File: src/rtl/fresh_msg_codec.sv
// Streaming XOR mask/unmask engine with timestamp freshness gate, optional
// per-word LFSR key roll and a rotate-xor running tag with optional tag check.
module fresh_msg_codec #(
  parameter int          W                = 64,
  parameter int          MAX_WORDS        = 8,
  parameter int unsigned ACCEPTABLE_DELAY = 10,
  parameter logic [W-1:0] HASH_INIT       = {W/8{8'hA5}},
  localparam int         LW               = $clog2(MAX_WORDS+1)
) (
  input  logic          clk,
  input  logic          rst_n,
  input  logic          start,
  input  logic [LW-1:0] msg_len,
  input  logic [W-1:0]  cfg_key,
  input  logic [1:0]    cfg_mode,
  input  logic [W-1:0]  ts_sent,
  input  logic [W-1:0]  ts_now,
  input  logic          in_valid,
  output logic          in_ready,
  input  logic [W-1:0]  in_data,
  output logic          out_valid,
  input  logic          out_ready,
  output logic [W-1:0]  out_data,
  output logic          out_last,
  input  logic [W-1:0]  tag_in,
  output logic [W-1:0]  tag_out,
  output logic          busy,
  output logic          done,
  output logic [1:0]    status
);

  // state    | meaning
  // IDLE     | waiting for start
  // CHECK    | freshness compare on latched timestamp delta
  // STREAM   | mask words through single-entry output register
  // TAG      | publish tag, optional compare against tag_in
  // DONE     | one-cycle completion pulse
  localparam logic [2:0] S_IDLE   = 3'd0;
  localparam logic [2:0] S_CHECK  = 3'd1;
  localparam logic [2:0] S_STREAM = 3'd2;
  localparam logic [2:0] S_TAG    = 3'd3;
  localparam logic [2:0] S_DONE   = 3'd4;

  localparam logic [LW-1:0] MAX_LEN   = LW'(MAX_WORDS);
  localparam logic [W-1:0]  DELAY_LIM = W'(ACCEPTABLE_DELAY);

  logic [2:0]    state_q, state_d;
  logic [LW-1:0] len_q, len_d, cnt_q, cnt_d;
  logic [W-1:0]  key_q, key_d, acc_q, acc_d, delta_q, delta_d;
  logic [W-1:0]  out_data_q, out_data_d, tag_out_q, tag_out_d;
  logic [1:0]    mode_q, mode_d, status_q, status_d;
  logic          out_valid_q, out_valid_d, out_last_q, out_last_d;
  logic          in_acc, out_acc;
  logic [W-1:0]  masked, mix;

  assign masked   = in_data ^ key_q;
  assign mix      = acc_q ^ masked;
  // Input stalls only when the output register is full and not draining.
  assign in_ready = (state_q == S_STREAM) && (cnt_q != len_q) && (!out_valid_q || out_ready);
  assign in_acc   = in_valid && in_ready;
  assign out_acc  = out_valid_q && out_ready;

  assign out_valid = out_valid_q;
  assign out_data  = out_data_q;
  assign out_last  = out_last_q;
  assign tag_out   = tag_out_q;
  assign status    = status_q;
  assign busy      = (state_q != S_IDLE);
  assign done      = (state_q == S_DONE);

  always_comb begin
    state_d     = state_q;
    len_d       = len_q;
    cnt_d       = cnt_q;
    key_d       = key_q;
    acc_d       = acc_q;
    delta_d     = delta_q;
    mode_d      = mode_q;
    status_d    = status_q;
    out_data_d  = out_data_q;
    out_valid_d = out_valid_q;
    out_last_d  = out_last_q;
    tag_out_d   = tag_out_q;
    case (state_q)
      S_IDLE: begin
        if (start) begin
          len_d    = msg_len;
          key_d    = cfg_key;
          mode_d   = cfg_mode;
          delta_d  = ts_now - ts_sent;
          status_d = 2'b00;
          acc_d    = HASH_INIT;
          cnt_d    = '0;
          if (msg_len == '0 || msg_len > MAX_LEN) begin
            status_d = 2'b11;
            state_d  = S_DONE;
          end else begin
            state_d  = S_CHECK;
          end
        end
      end
      S_CHECK: begin
        if (delta_q > DELAY_LIM) begin
          status_d = 2'b01;
          state_d  = S_DONE;
        end else begin
          state_d  = S_STREAM;
        end
      end
      S_STREAM: begin
        if (out_acc) begin
          out_valid_d = 1'b0;
          out_last_d  = 1'b0;
          if (out_last_q) state_d = S_TAG;
        end
        if (in_acc) begin
          out_data_d  = masked;
          out_valid_d = 1'b1;
          out_last_d  = (cnt_q == len_q - LW'(1));
          acc_d       = {mix[W-4:0], mix[W-1:W-3]};
          cnt_d       = cnt_q + LW'(1);
          if (mode_q[0])
            key_d = {key_q[W-2:0], key_q[W-1] ^ key_q[W-2] ^ key_q[W-4] ^ key_q[W-5]};
        end
      end
      S_TAG: begin
        tag_out_d = acc_q;
        status_d  = (mode_q[1] && (tag_in != acc_q)) ? 2'b10 : 2'b00;
        state_d   = S_DONE;
      end
      S_DONE:  state_d = S_IDLE;
      default: state_d = S_IDLE;
    endcase
  end

  always_ff @(posedge clk or negedge rst_n) begin
    if (!rst_n) begin
      state_q     <= S_IDLE;
      len_q       <= '0;
      cnt_q       <= '0;
      key_q       <= '0;
      acc_q       <= '0;
      delta_q     <= '0;
      mode_q      <= '0;
      status_q    <= '0;
      out_data_q  <= '0;
      out_valid_q <= 1'b0;
      out_last_q  <= 1'b0;
      tag_out_q   <= '0;
    end else begin
      state_q     <= state_d;
      len_q       <= len_d;
      cnt_q       <= cnt_d;
      key_q       <= key_d;
      acc_q       <= acc_d;
      delta_q     <= delta_d;
      mode_q      <= mode_d;
      status_q    <= status_d;
      out_data_q  <= out_data_d;
      out_valid_q <= out_valid_d;
      out_last_q  <= out_last_d;
      tag_out_q   <= tag_out_d;
    end
  end

endmodule

File: config.mk
export PLATFORM = sky130hd
export DESIGN_NAME = fresh_msg_codec
export DESIGN_NICKNAME = d
export VERILOG_FILES = /design/src/rtl/fresh_msg_codec.sv
export SDC_FILE = /design/constraint.sdc
export NUM_CORES = 1
export LEC_CHECK = 0
export BUFFER_PORTS_ARGS = -buffer_cell sky130_fd_sc_hd__buf_2
export CAP_MARGIN = 0
export CELL_PAD_IN_SITES_DETAIL_PLACEMENT = 0
export CELL_PAD_IN_SITES_GLOBAL_PLACEMENT = 1
export CORE_ASPECT_RATIO = 2
export CORE_MARGIN = 2
export CORE_UTILIZATION = 41
export DETAILED_ROUTE_END_ITERATION = 16
export GPL_TIMING_DRIVEN = 0
export PLACE_DENSITY = 0.88
export RECOVER_POWER = 50
export SLEW_MARGIN = 20
export SYNTH_ARGS = -nofsm -noshare
export SYNTH_HDL_FRONTEND = slang
export SYNTH_SLANG_ARGS = --single-unit
File: constraint.sdc
create_clock -name clk -period 2.5 [get_ports clk]
set_clock_uncertainty 0.1 [all_clocks]
set_input_delay 0.125 -clock clk [delete_from_list [all_inputs] [get_ports clk]]
set_output_delay 0.125 -clock clk [all_outputs]
set_load 0.01 [all_outputs]
# Word level (Yosys, flattened, before mapping)
# Index checks and enable logic that the tools add are counted.
[totals]
register_bits = 337
in_bits = 331
output_inout_bits = 135
word_cells = 80
[classes]
add_sub_neg = 3
order_cmp = 2
eq_ne = 13
muxes = 24
n_bitwise = 5
reduce_logical = 21
[op_table]
columns = ["op", "n"]
rows = [
  ["2-to-1 mux 64 bit", 5],
  ["case mux 64 bit (2 select lines)", 2],
  ["bitwise XOR 64 bit", 2],
  ["> comparator 64 x 4 -> 1 bit, second input constant", 1],
  ["inequality test 64 bit", 1],
  ["subtractor 64 bit", 1],
  ["2-to-1 mux 3 bit", 5],
  ["inequality test 2 bit, second input constant", 6],
  ["case mux 3 bit (4 select lines)", 1],
  ["AND reduction 3 bit", 3],
  ["2-to-1 mux 2 bit", 4],
  ["2-to-1 mux 4 bit", 2],
  ["case mux 4 bit (2 select lines)", 1],
  ["equality test 3 x 2 -> 1 bit, second input constant", 2],
  ["case mux 2 bit (3 select lines)", 1],
  ["AND reduction 2 bit", 3],
  ["nonzero test 3 bit", 2],
  ["logical AND 1 bit", 5],
  ["adder 4 x 1 -> 4 bit, second input constant", 1],
  ["equality test 4 bit", 1],
  ["> comparator 4 bit, second input constant", 1],
  ["logical NOT 4 bit", 1],
  ["inequality test 4 bit", 1],
  ["AND reduction 4 bit", 1],
  ["other kinds (9)", 15],
]

# Logic depth before layout (Yosys ltp)
# Gate-level depths: netlist of run 1.
[logic_depth]
word_depth = 6
depth_mapped = 12
ltp_nobuf = 12

# Worst setup path after synthesis of run 1
# OpenSTA, ideal clock, no wires.
[synth_path]
path_kind = "in2reg"
start = "in ts_sent[8]"
end = "reg delta_q[55]"
setup_time_ps = 134
arrival_ps = 2281
t_required_ps = 2266
slack_ps = -15
path_stages = 12
path_buffers = 1
path_cell_list = "inv_1 -> ha_1 -> buf_6 -> a2111oi_4 -> o21ai_2 -> and2_4 -> a31o_4 -> a2111o_1 -> and2_4 -> a31oi_4 -> o21a_1 -> o211ai_1"
[synth_via]
elab_chain_cells = 1
[synth_rtl]
columns = ["item", "line", "source"]
rows = [
  ["start: declaration", "16", "input logic [W-1:0] ts_sent,"],
  ["subtractor 64 bit", "90", "delta_d = ts_now - ts_sent;"],
  ["end signal: assignment", "156", "delta_q <= delta_d;"],
  ["end: declaration", "49", "logic [W-1:0] key_q, key_d, acc_q, acc_d, delta_q, delta_d;"],
]
# No other way between the ends.
# A chain may end at the register's enable or synchronous reset.

# Worst setup path in the final report of run 1
[layout_path]
start = "in ts_now[0]"
end = "reg delta_q[52]"
[layout_via]
elab_chain_cells = 1
[layout_rtl]
columns = ["item", "line", "source"]
rows = [
  ["start: declaration", "17", "input logic [W-1:0] ts_now,"],
  ["subtractor 64 bit", "90", ""],
]
# No other way between the ends.

==> results of run 1 <==
-- Yosys cell counts, drive strengths merged, types with 7 or more instances --
library cell and instances:
xnor2 99, nand2b 7, dfrtp 337, a21boi 10
o211ai 10, o21ai 202, nand4 31, o21a 8
mux2 66, a21oi 118, nand3 41, buf 27
a31oi 75, clkbuf 80, ha 65, a21o 25
nor2 107, o21bai 12, inv 81, nor4 34
o31ai 9, nor3 51, nand2 340, and2 10
nor2b 8, xor2 162
-- worst paths after layout --
check,startpoint,to,slack (ps),cells past startpoint
setup / recovery,ts_now[0],delta_q[52],-30,13
hold / removal,rst_n,key_q[21],10,2
setup reg to reg,acc_q[61],status[1],30,7
hold reg to reg,delta_q[24],delta_q[24],380,2
max in group asynchronous,rst_n,out_data[38],490,5
min in group clk,ts_now[45],delta_q[45],20,4
-- layout make-up --
cell class                      instances  area (um2)  share of cell area (%)
Clock inverter                         19       269.0                   1.069
Buffer                                103       491.7                   1.955
Inverter                               81       304.0                   1.209
Multi-Input combinational cell       1545       10180                   40.46
Antenna cell                            9       22.52                 0.08954
Tap cell                              565       706.9                   2.811
Clock buffer                           38       842.1                   3.348
Sequential cell                       337        8436                   33.54
Timing Repair Buffer                  636        3904                   15.52
-- metal layers --
| metal | up-vias | routed length, um |
|---|---|---|
| met1 | 8833 | 24260 |
| li1 | 8485 | - |
| met5 | - | 12 |
| met2 | 810 | 40490 |
| met4 | 2 | 6443 |
| met3 | 267 | 4093 |
-- sequential cells by signal, indices dropped and copies added (netlist names) --
name and count:
state_q 3, len_q 4, out_last 1, out_valid 1
cnt_q 4, key_q 64, acc_q 64, tag_out 64
out_data 64, status 2, delta_q 64, mode_q 2
-- through the flow --
step | std cells | setup TNS, ps | total power [mW] | hold slack, ps | area [um2]
after floorplan | 2070 | 0 | 11.50 | -270.6 | 19000
after global routing | 3332 | -267.8 | 20.86 | 51.99 | 25150
after detailed placement | 3103 | -167620 | 14.18 | 31.02 | 22130
after global placement | 3100 | -1870680 | 13.94 | 237.7 | 22030
after CTS | 3315 | 0 | 19.84 | 1.134 | 25040
final | 3333 | -25.12 | 19.88 | 12.99 | 25150
-- kinds of logic (layout without fill, tap and decap cells) --
kind of cell               after synthesis  after routing  share of synthesized area (%)
adders and majority gates               66             66                          4.396
and+or+nand+nor                        648            648                          15.06
muxes                                   67             67                          3.973
xor gates and xnor gates               261            261                          12.06
DFF                                    337            337                          44.49
AOI/OAI and AO/OA                      503            503                          16.17
buffers and inverters                  188            877                          3.854
other                                    0              9                              0
-- power groups by stage --
| stage | clock [mW] | sequential, mW | combinational, mW |
|---|---|---|---|
| after detailed placement | 0 | 7.96 | 6.22 |
| final | 5.26 | 7.94 | 6.68 |
| after global routing | 5.51 | 8.09 | 7.26 |
| after global placement | 0 | 7.88 | 6.06 |
| after CTS | 5.32 | 7.89 | 6.62 |
| after floorplan | 0 | 7.78 | 3.72 |
-- critical path, cell delays in order --
cell      delay [ps]
buf_2            100
inv_1             50
ha_2             200
fa_2             250
nor2b_2           50
o211ai_1         260
a31o_2           290
o211ai_4         130
a211oi_4         500
a31oi_4          250
a31oi_4          250
xor2_2           290
o21ai_1          110
-- timing repair --
action / in CTS / in global routing
hold endpoints to repair: 381 / 0
hold buffers: 150 / 0
setup endpoints to repair: 290 / 198
buffers inserted: 8 / 10
gates resized for setup: 69 / 55
pin swaps: 10 / 27
==> flow_summary.toml, run 1 <==
[outcome]
outcome = "complete, but fails checks"
violations = "negative setup slack"

[setup_path]
worstSetupPathType = "input pin to flop"
arrival_ps = 2860
required_ps = 2840
cp-end-kind = "flop"
path_max_fanout = 5
crit_path_start_kind = "input pin"

[final_layout]
final_core_util_pct = 55.05
final_cell_mix = "336 x nand2_1, 335 x dfrtp_1, 334 x buf_2"
final_common_cell = "nand2_1"
drive_above_1_share_pct = 21.53
syn2layout_area_growth_pct = 32.68
final_nets = 3132
filler_cell_count = 4164

[floorplanning]
io_pins = 466
die-area_um2 = 48080
rows = 111
coreArea_um2 = 45690
die_h_um = 308.1
initial_core_util_pct = 41.49
fp.dieW_um = 156.0

[detailed_routing]
via_per_inst = 5.520
routed_wl_um = 75290
avgRoutedWirePerCell_um = 22.59
first_pass_iters = 7
drc = 0
drt_iter0_drc = 1215
ant_nets = 0
vias = 18397

[power_and_ir_drop]
p_sw_mw = 7.406
power_density_nw_per_um2 = 790.5
seq_power_share_pct = 39.9
p_int_mw = 12.48
comb_power_share_pct = 33.6
clkPwrFrac_pct = 26.5
switching_share_pct = 37.25
peakVddDrop_mv = 0.5697
p_leak_nw = 11.64

[grt]
grtUsageMet3_pct = 4.356
grt_max_degree = 100
grt_pass1_wl_um = 109500
use_met2_pct = 58.45
grt_overflow = 0
first_global_vias = 19228
grtUsageTotal_pct = 30.23
busiest_layer = "met2"
antenna_found_initial = 9
use_met1_pct = 27.66

[synthesis]
syn_area_um2 = 18960
ys_seq_area_share_pct = 44.49
syn_nets = 2467
yosysUniqueCellTypes = 74
async_reset_ff_share_pct = 100.0
yosys.area.top_type_share_pct = 44.49
ys_warn_count = 0
synth_area_leader_cell = "dfrtp_1"
ys.flop_type = "dfrtp_1"
synth-seq-cells = 337
synth_edf_count = 0
ys_top_cells_by_area = "dfrtp_1 44%, xor2_1 7.5%, nand2_1 6.7%, o21ai_0 5.0%, xnor2_1 4.6%"
syn_area_per_cell_um2 = 9.158
syn_inst = 2070

[sta]
drv_slew = 0
timing.final.crit_share_pct = 101.0
finalHoldViolations = 0
setup_slack_ps = -25.12
clock.fmax_ghz = 0.3960
worst_pin_slew_ps = 715.7
setup_viol = 1
slew_headroom_pct = 52.29
min_period_ps = 2525
rsz0062_at_grt = "true"

[placed_design]
io_buffers = 465
hpwl_um = 59520
gp_congestion = 0.9270
pre_cts_slack_ps = -1314

[cts]
clockRootBuffer = "clkbuf_16"
clkLatencyLatePin_ps = 580
htreeDepth = 1
cts_buffers = 31
cts.clk_slew.worst_paths_ps = 70
cts_tree = "done"
clkSinkCount = 337
clockBufferDepth = 3

[min_path]
hp-class = "input pin to async pin"

[run]
maxCapViolations = 0
Power figures use the tool's default switching activity.
==> run 2, diff against run 1 <==
--- a/config.mk
+++ b/config.mk
@@ -11,10 +11,10 @@
 export CELL_PAD_IN_SITES_GLOBAL_PLACEMENT = 1
 export CORE_ASPECT_RATIO = 2
 export CORE_MARGIN = 2
-export CORE_UTILIZATION = 41
+export CORE_UTILIZATION = 37
 export DETAILED_ROUTE_END_ITERATION = 16
 export GPL_TIMING_DRIVEN = 0
-export PLACE_DENSITY = 0.88
+export PLACE_DENSITY = 0.86
 export RECOVER_POWER = 50
 export SLEW_MARGIN = 20
 export SYNTH_ARGS = -nofsm -noshare
==> constraint.sdc (replaced) <==
create_clock -name clk -period 2.17 [get_ports clk]
set_clock_uncertainty 0.1 [all_clocks]
set_input_delay 0.1085 -clock clk [delete_from_list [all_inputs] [get_ports clk]]
set_output_delay 0.1085 -clock clk [all_outputs]
set_load 0.01 [all_outputs]
==> run 2 against run 1 <==
Net effect: the run ends with negative hold slack, negative setup slack left; clock-buffer cell count is 11 higher; register-to-register slack worse by 180 ps; cell count is 4.0% higher; critical endpoint is now delta_q[60]; largest cell class unchanged.
==> flow_summary.toml, run 2 (same netlist as run 1, synthesis figures left out) <==
[outcome]
outcome = "complete, but fails checks"
violations = "negative hold slack, negative setup slack"

[final_layout]
final_nets = 3174
drive_above_1_share_pct = 29.20
filler_cell_count = 4601
final_cell_mix = "330 x buf_2, 330 x dfrtp_1, 329 x nand2_1"
syn2layout_area_growth_pct = 44.64
multi_input_area_um2 = 11440
ff_latch_area_um2 = 8442

[sta]
slew_headroom_pct = 18.34
timing.final.crit_share_pct = 108.4
setup_viol = 77
setup_slack_ps = -181.2
worst_pin_slew_ps = 1225
drv_slew = 0
rsz0062_at_grt = "true"
clock.fmax_ghz = 0.4253
min_period_ps = 2351
holdWs_ps = -9.092
finalSetupTns_ps = -4927
finalHoldViolations = 2

[placed_design]
pre_cts_slack_ps = -1202
hpwl_um = 61090
gp_congestion = 0.9546
io_buffers = 465

[floorplanning]
initial_core_util_pct = 37.32
rows = 117
die_h_um = 324.1
fp.dieW_um = 164.1
io_pins = 466
die-area_um2 = 53170
coreArea_um2 = 50800

[run]
maxCapViolations = 0

[detailed_routing]
drc = 0
routed_wl_um = 79700
first_pass_iters = 7
vias = 18698
ant_nets = 0
via_per_inst = 5.393
drt_iter0_drc = 1051
avgRoutedWirePerCell_um = 22.99

[power_and_ir_drop]
p_leak_nw = 12.25
power_density_nw_per_um2 = 910.1
p_total_mw = 24.95
peakVddDrop_mv = 0.7024

[setup_path]
critPathLaunch = "ts_now[0]"
r2r_end = "status[0]"
reg2reg_slack_ps = -150
arrival_ps = 2660
required_ps = 2480
cp-end-kind = "flop"
reg2reg_from = "delta_q[47]"
reg2reg_depth = 7
path_max_fanout = 5
crit_end = "delta_q[60]"
crit_path_start_kind = "input pin"
worstSetupPathType = "input pin to flop"

[cts]
cts.clk_slew.worst_paths_ps = 70
clkSinkCount = 337
clockBufferDepth = 3
htreeDepth = 2
cts_buffers = 34
cts_tree = "done"
clkLatencyLatePin_ps = 540
clockRootBuffer = "clkbuf_16"

[grt]
grt_pass1_wl_um = 111500
grt_overflow = 0
grt_max_degree = 100
grtUsageTotal_pct = 28.18
antenna_found_initial = 13
first_global_vias = 19075

[min_path]
hp-class = "input pin to flop"
==> run 2: cell type report <==
type | instances | area share [%]
antenna | 12 | 0.1095
buffer | 97 | 2.414
clock buffer | 49 | 3.715
clock inverter | 11 | 0.6024
inverter | 81 | 1.173
multi-input combinational | 1545 | 41.74
sequential | 337 | 30.79
tap | 654 | 2.984
timing repair buffer | 681 | 16.48
==> run 2: report_power, final <==
group | switching, mW | total, mW | internal [mW]
Sequential | 1.47 | 9.30 | 7.83
Combinational | 5.26 | 9.35 | 4.10
Clock | 2.65 | 6.31 | 3.65
==> run 2: through the flow <==
| step | hold slack [ps] | instance area [um2] | instances | util (%) |
|---|---|---|---|---|
| 2_1_floorplan | -287.1 | 19400 | 2070 | - |
| 3_3_place_gp | 212.8 | 22550 | 3189 | 44.39 |
| 3_5_place_dp | -57.86 | 22650 | 3192 | 44.58 |
| 4_1_cts | 0.4390 | 26130 | 3426 | 51.44 |
| 5_1_grt | 18.88 | 27410 | 3462 | 53.95 |
| 6_report | -9.092 | 27420 | 3467 | 53.98 |
==> run 2: how the worst min path moves through the flow <==
stage                      startpoint           end  slack (ps)  depth (start not counted)
after floorplan                 rst_n      acc_q[0]        -290                          0
after global placement    cfg_mode[1]     mode_q[1]         210                          3
after detailed placement        rst_n  out_data[37]         -60                          1
after CTS                  ts_now[38]   delta_q[38]         0.4                          4
after global routing       ts_now[28]   delta_q[28]          20                          4
final                      ts_now[32]   delta_q[32]          -9                          4
==> run 2: what timing repair did <==
| item | CTS | global route |
|---|---|---|
| setup buffers | 27 | 24 |
| resized for setup | 160 | 245 |
| pin swaps | 28 | 62 |
| hold buffers | 150 | 2 |
| cloned | 0 | 10 |
| setup endpoints to repair | 311 | 282 |
| hold endpoints to repair | 343 | 2 |
==> run 2: worst max-delay path: stages <==
cell and delay, ps:
buf_8 90, inv_8 30, ha_4 170, fa_2 370
nor2b_2 130, o211ai_1 140, a31o_4 280, o211ai_4 250
a211oi_4 150, a31oi_4 340, nand4_1 280, mux2i_1 220
nand2_1 80
==> run 2: per-layer routing <==
layer | up-vias | track usage [%] | routed length (um)
li1 | 8585 | - | -
met1 | 9009 | 26.13 | 25640
met2 | 796 | 53.09 | 42170
met3 | 302 | 5.754 | 4907
met4 | 6 | 21.03 | 6929
met5 | - | 0 | 41
==> run 3, diff against run 2 <==
--- a/config.mk
+++ b/config.mk
@@ -16,6 +16,7 @@
 export GPL_TIMING_DRIVEN = 0
 export PLACE_DENSITY = 0.86
 export RECOVER_POWER = 50
+export SKIP_CTS_REPAIR_TIMING = 1
 export SLEW_MARGIN = 20
 export SYNTH_ARGS = -nofsm -noshare
 export SYNTH_HDL_FRONTEND = slang
==> run 3 against run 2 <==
Net effect: the run still ends with negative hold slack, negative setup slack left; first-iteration DRC count up 8.8%; clock power is essentially flat; global-route usage shrank 1.1 points; cell count decreased by 0.12%; sequential cell count unchanged; die area stayed put; register-to-register slack worse by 90 ps; combinational power is 1% lower; non-clock buffer count is the same; power shrank 0.41%; critical endpoint is now delta_q[52]; largest power group is now sequential cells.
==> flow_summary.toml, run 3 (same netlist as run 1, synthesis figures left out) <==
[sta]
clock.fmax_ghz = 0.4143
drv_slew = 0
setup_viol = 112
rsz0062_at_grt = "true"
setup_slack_ps = -243.9
timing.final.crit_share_pct = 111.2
finalSetupTns_ps = -15780
finalHoldViolations = 5
min_period_ps = 2414
slew_headroom_pct = 17.44
holdWs_ps = -24.00
worst_pin_slew_ps = 1238

[grt]
grt_overflow = 0
grt_pass1_wl_um = 106600
grt_max_degree = 100
grtUsageTotal_pct = 27.05
first_global_vias = 17997
antenna_found_initial = 10

[setup_path]
slowest_delay_ps = 510
path_max_fanout = 5
worstSetupPathType = "input pin to flop"
crit_path_start_kind = "input pin"
cp-end-kind = "flop"
required_ps = 2460
arrival_ps = 2710
cp_slowest_cell = "a211oi_4"
path_cells = "buf_8 > inv_8 > ha_4 > fa_2 > nor2b_2 > o211ai_1 > a31o_4 > o211ai_4 > a211oi_4 > a31oi_4 > a31oi_2 > xor2_2 > o21ai_1"

[detailed_routing]
vias = 18719
via_per_inst = 5.405
drc = 0
ant_nets = 0
routed_wl_um = 79370
first_pass_iters = 4
drt_iter0_drc = 1144
avgRoutedWirePerCell_um = 22.92

[floorplanning]
coreArea_um2 = 50800
initial_core_util_pct = 37.32
die_h_um = 324.1
io_pins = 466
rows = 117
fp.dieW_um = 164.1
die-area_um2 = 53170

[outcome]
violations = "negative hold slack, negative setup slack"
outcome = "complete, but fails checks"

[placed_design]
io_buffers = 465
dpl.cell_count = 3192
hpwl_um = 61090
gp_congestion = 0.9546
dpl_cell_area_um2 = 22650

[final_layout]
drive_above_1_share_pct = 28.99
final_nets = 3174
final_core_util_pct = 53.65
fin_area_um2 = 27250
final_common_cell = "buf_2"
filler_cell_count = 4614
final_cell_mix = "332 x buf_2, 330 x nand2_1, 330 x dfrtp_1"
syn2layout_area_growth_pct = 43.77
fin_cells = 3463

[power_and_ir_drop]
power_density_nw_per_um2 = 911.8
peakVddDrop_mv = 0.6140
switching_share_pct = 37.37
p_int_mw = 15.56
p_sw_mw = 9.287
clkPwrFrac_pct = 25.3
p_leak_nw = 12.27
seq_power_share_pct = 37.4
comb_power_share_pct = 37.3

[min_path]
hp-class = "input pin to flop"

[cts]
cts_buffers = 34
htreeDepth = 2
clockBufferDepth = 3
clkLatencyLatePin_ps = 540
cts.clk_slew.worst_paths_ps = 70
clkSinkCount = 337
clockRootBuffer = "clkbuf_16"
cts_tree = "done"

[run]
maxCapViolations = 0
==> run 3: final cells by class <==
cell class                      count  area, um2  area share (%)
Multi-Input combinational cell   1545      11160           40.94
Buffer                             92      671.9           2.465
Clock inverter                     11      165.2          0.6060
Inverter                           81      316.6           1.161
Antenna cell                        8      20.02         0.07345
Tap cell                          654      818.3           3.002
Timing Repair Buffer              686       4644           17.04
Clock buffer                       49       1018           3.737
Sequential cell                   337       8442           30.97
==> run 3: metrics by stage <==
step | power, mW | setup slack, ps
3_5_place_dp | 16.50 | -1202
2_1_floorplan | 13.39 | -284.5
5_1_grt | 26.09 | -336.0
6_report | 24.85 | -243.9
3_3_place_gp | 16.25 | -5403
4_1_cts | 22.80 | -1230
==> run 3: worst max-delay path: cells and delay by family <==
family,cells,cell delay (ps)
AO/OA/AOI/OAI,7,1760
AND/OR/NAND/NOR,1,50
XOR/XNOR,1,260
buffers and inverters,2,150
adder cells (fa/ha/maj),2,380
==> run 3: power groups by stage <==
stage / clock network [mW] / registers (mW) / logic (mW)
after global placement: 0 / 9.10 / 7.15
final: 6.29 / 9.30 / 9.26
after global routing: 6.62 / 9.48 / 9.99
after CTS: 6.37 / 9.07 / 7.36
after floorplan: 0 / 8.97 / 4.42
after detailed placement: 0 / 9.18 / 7.31
==> run 3: metal layers <==
| metal | up-vias | track usage (%) | wire length, um |
|---|---|---|---|
| met5 | - | 0 | 24 |
| met4 | 4 | 19.03 | 7009 |
| met3 | 298 | 5.626 | 5085 |
| met2 | 823 | 51.23 | 41410 |
| met1 | 9018 | 25.27 | 25840 |
| li1 | 8576 | - | - |
==> run 3: final timing paths <==
path / startpoint / end / slack, ps / depth (start not counted)
worst max-delay path: ts_now[0] / delta_q[52] / -240 / 13
worst min-delay path: in_data[41] / out_data[41] / -20 / 3
worst max register to register: state_q[0] / key_q[3] / -240 / 11
worst min register to register: delta_q[28] / delta_q[28] / 380 / 2
max in group asynchronous: rst_n / cnt_q[2] / -30 / 8
min in group asynchronous: rst_n / out_data[34] / 640 / 6
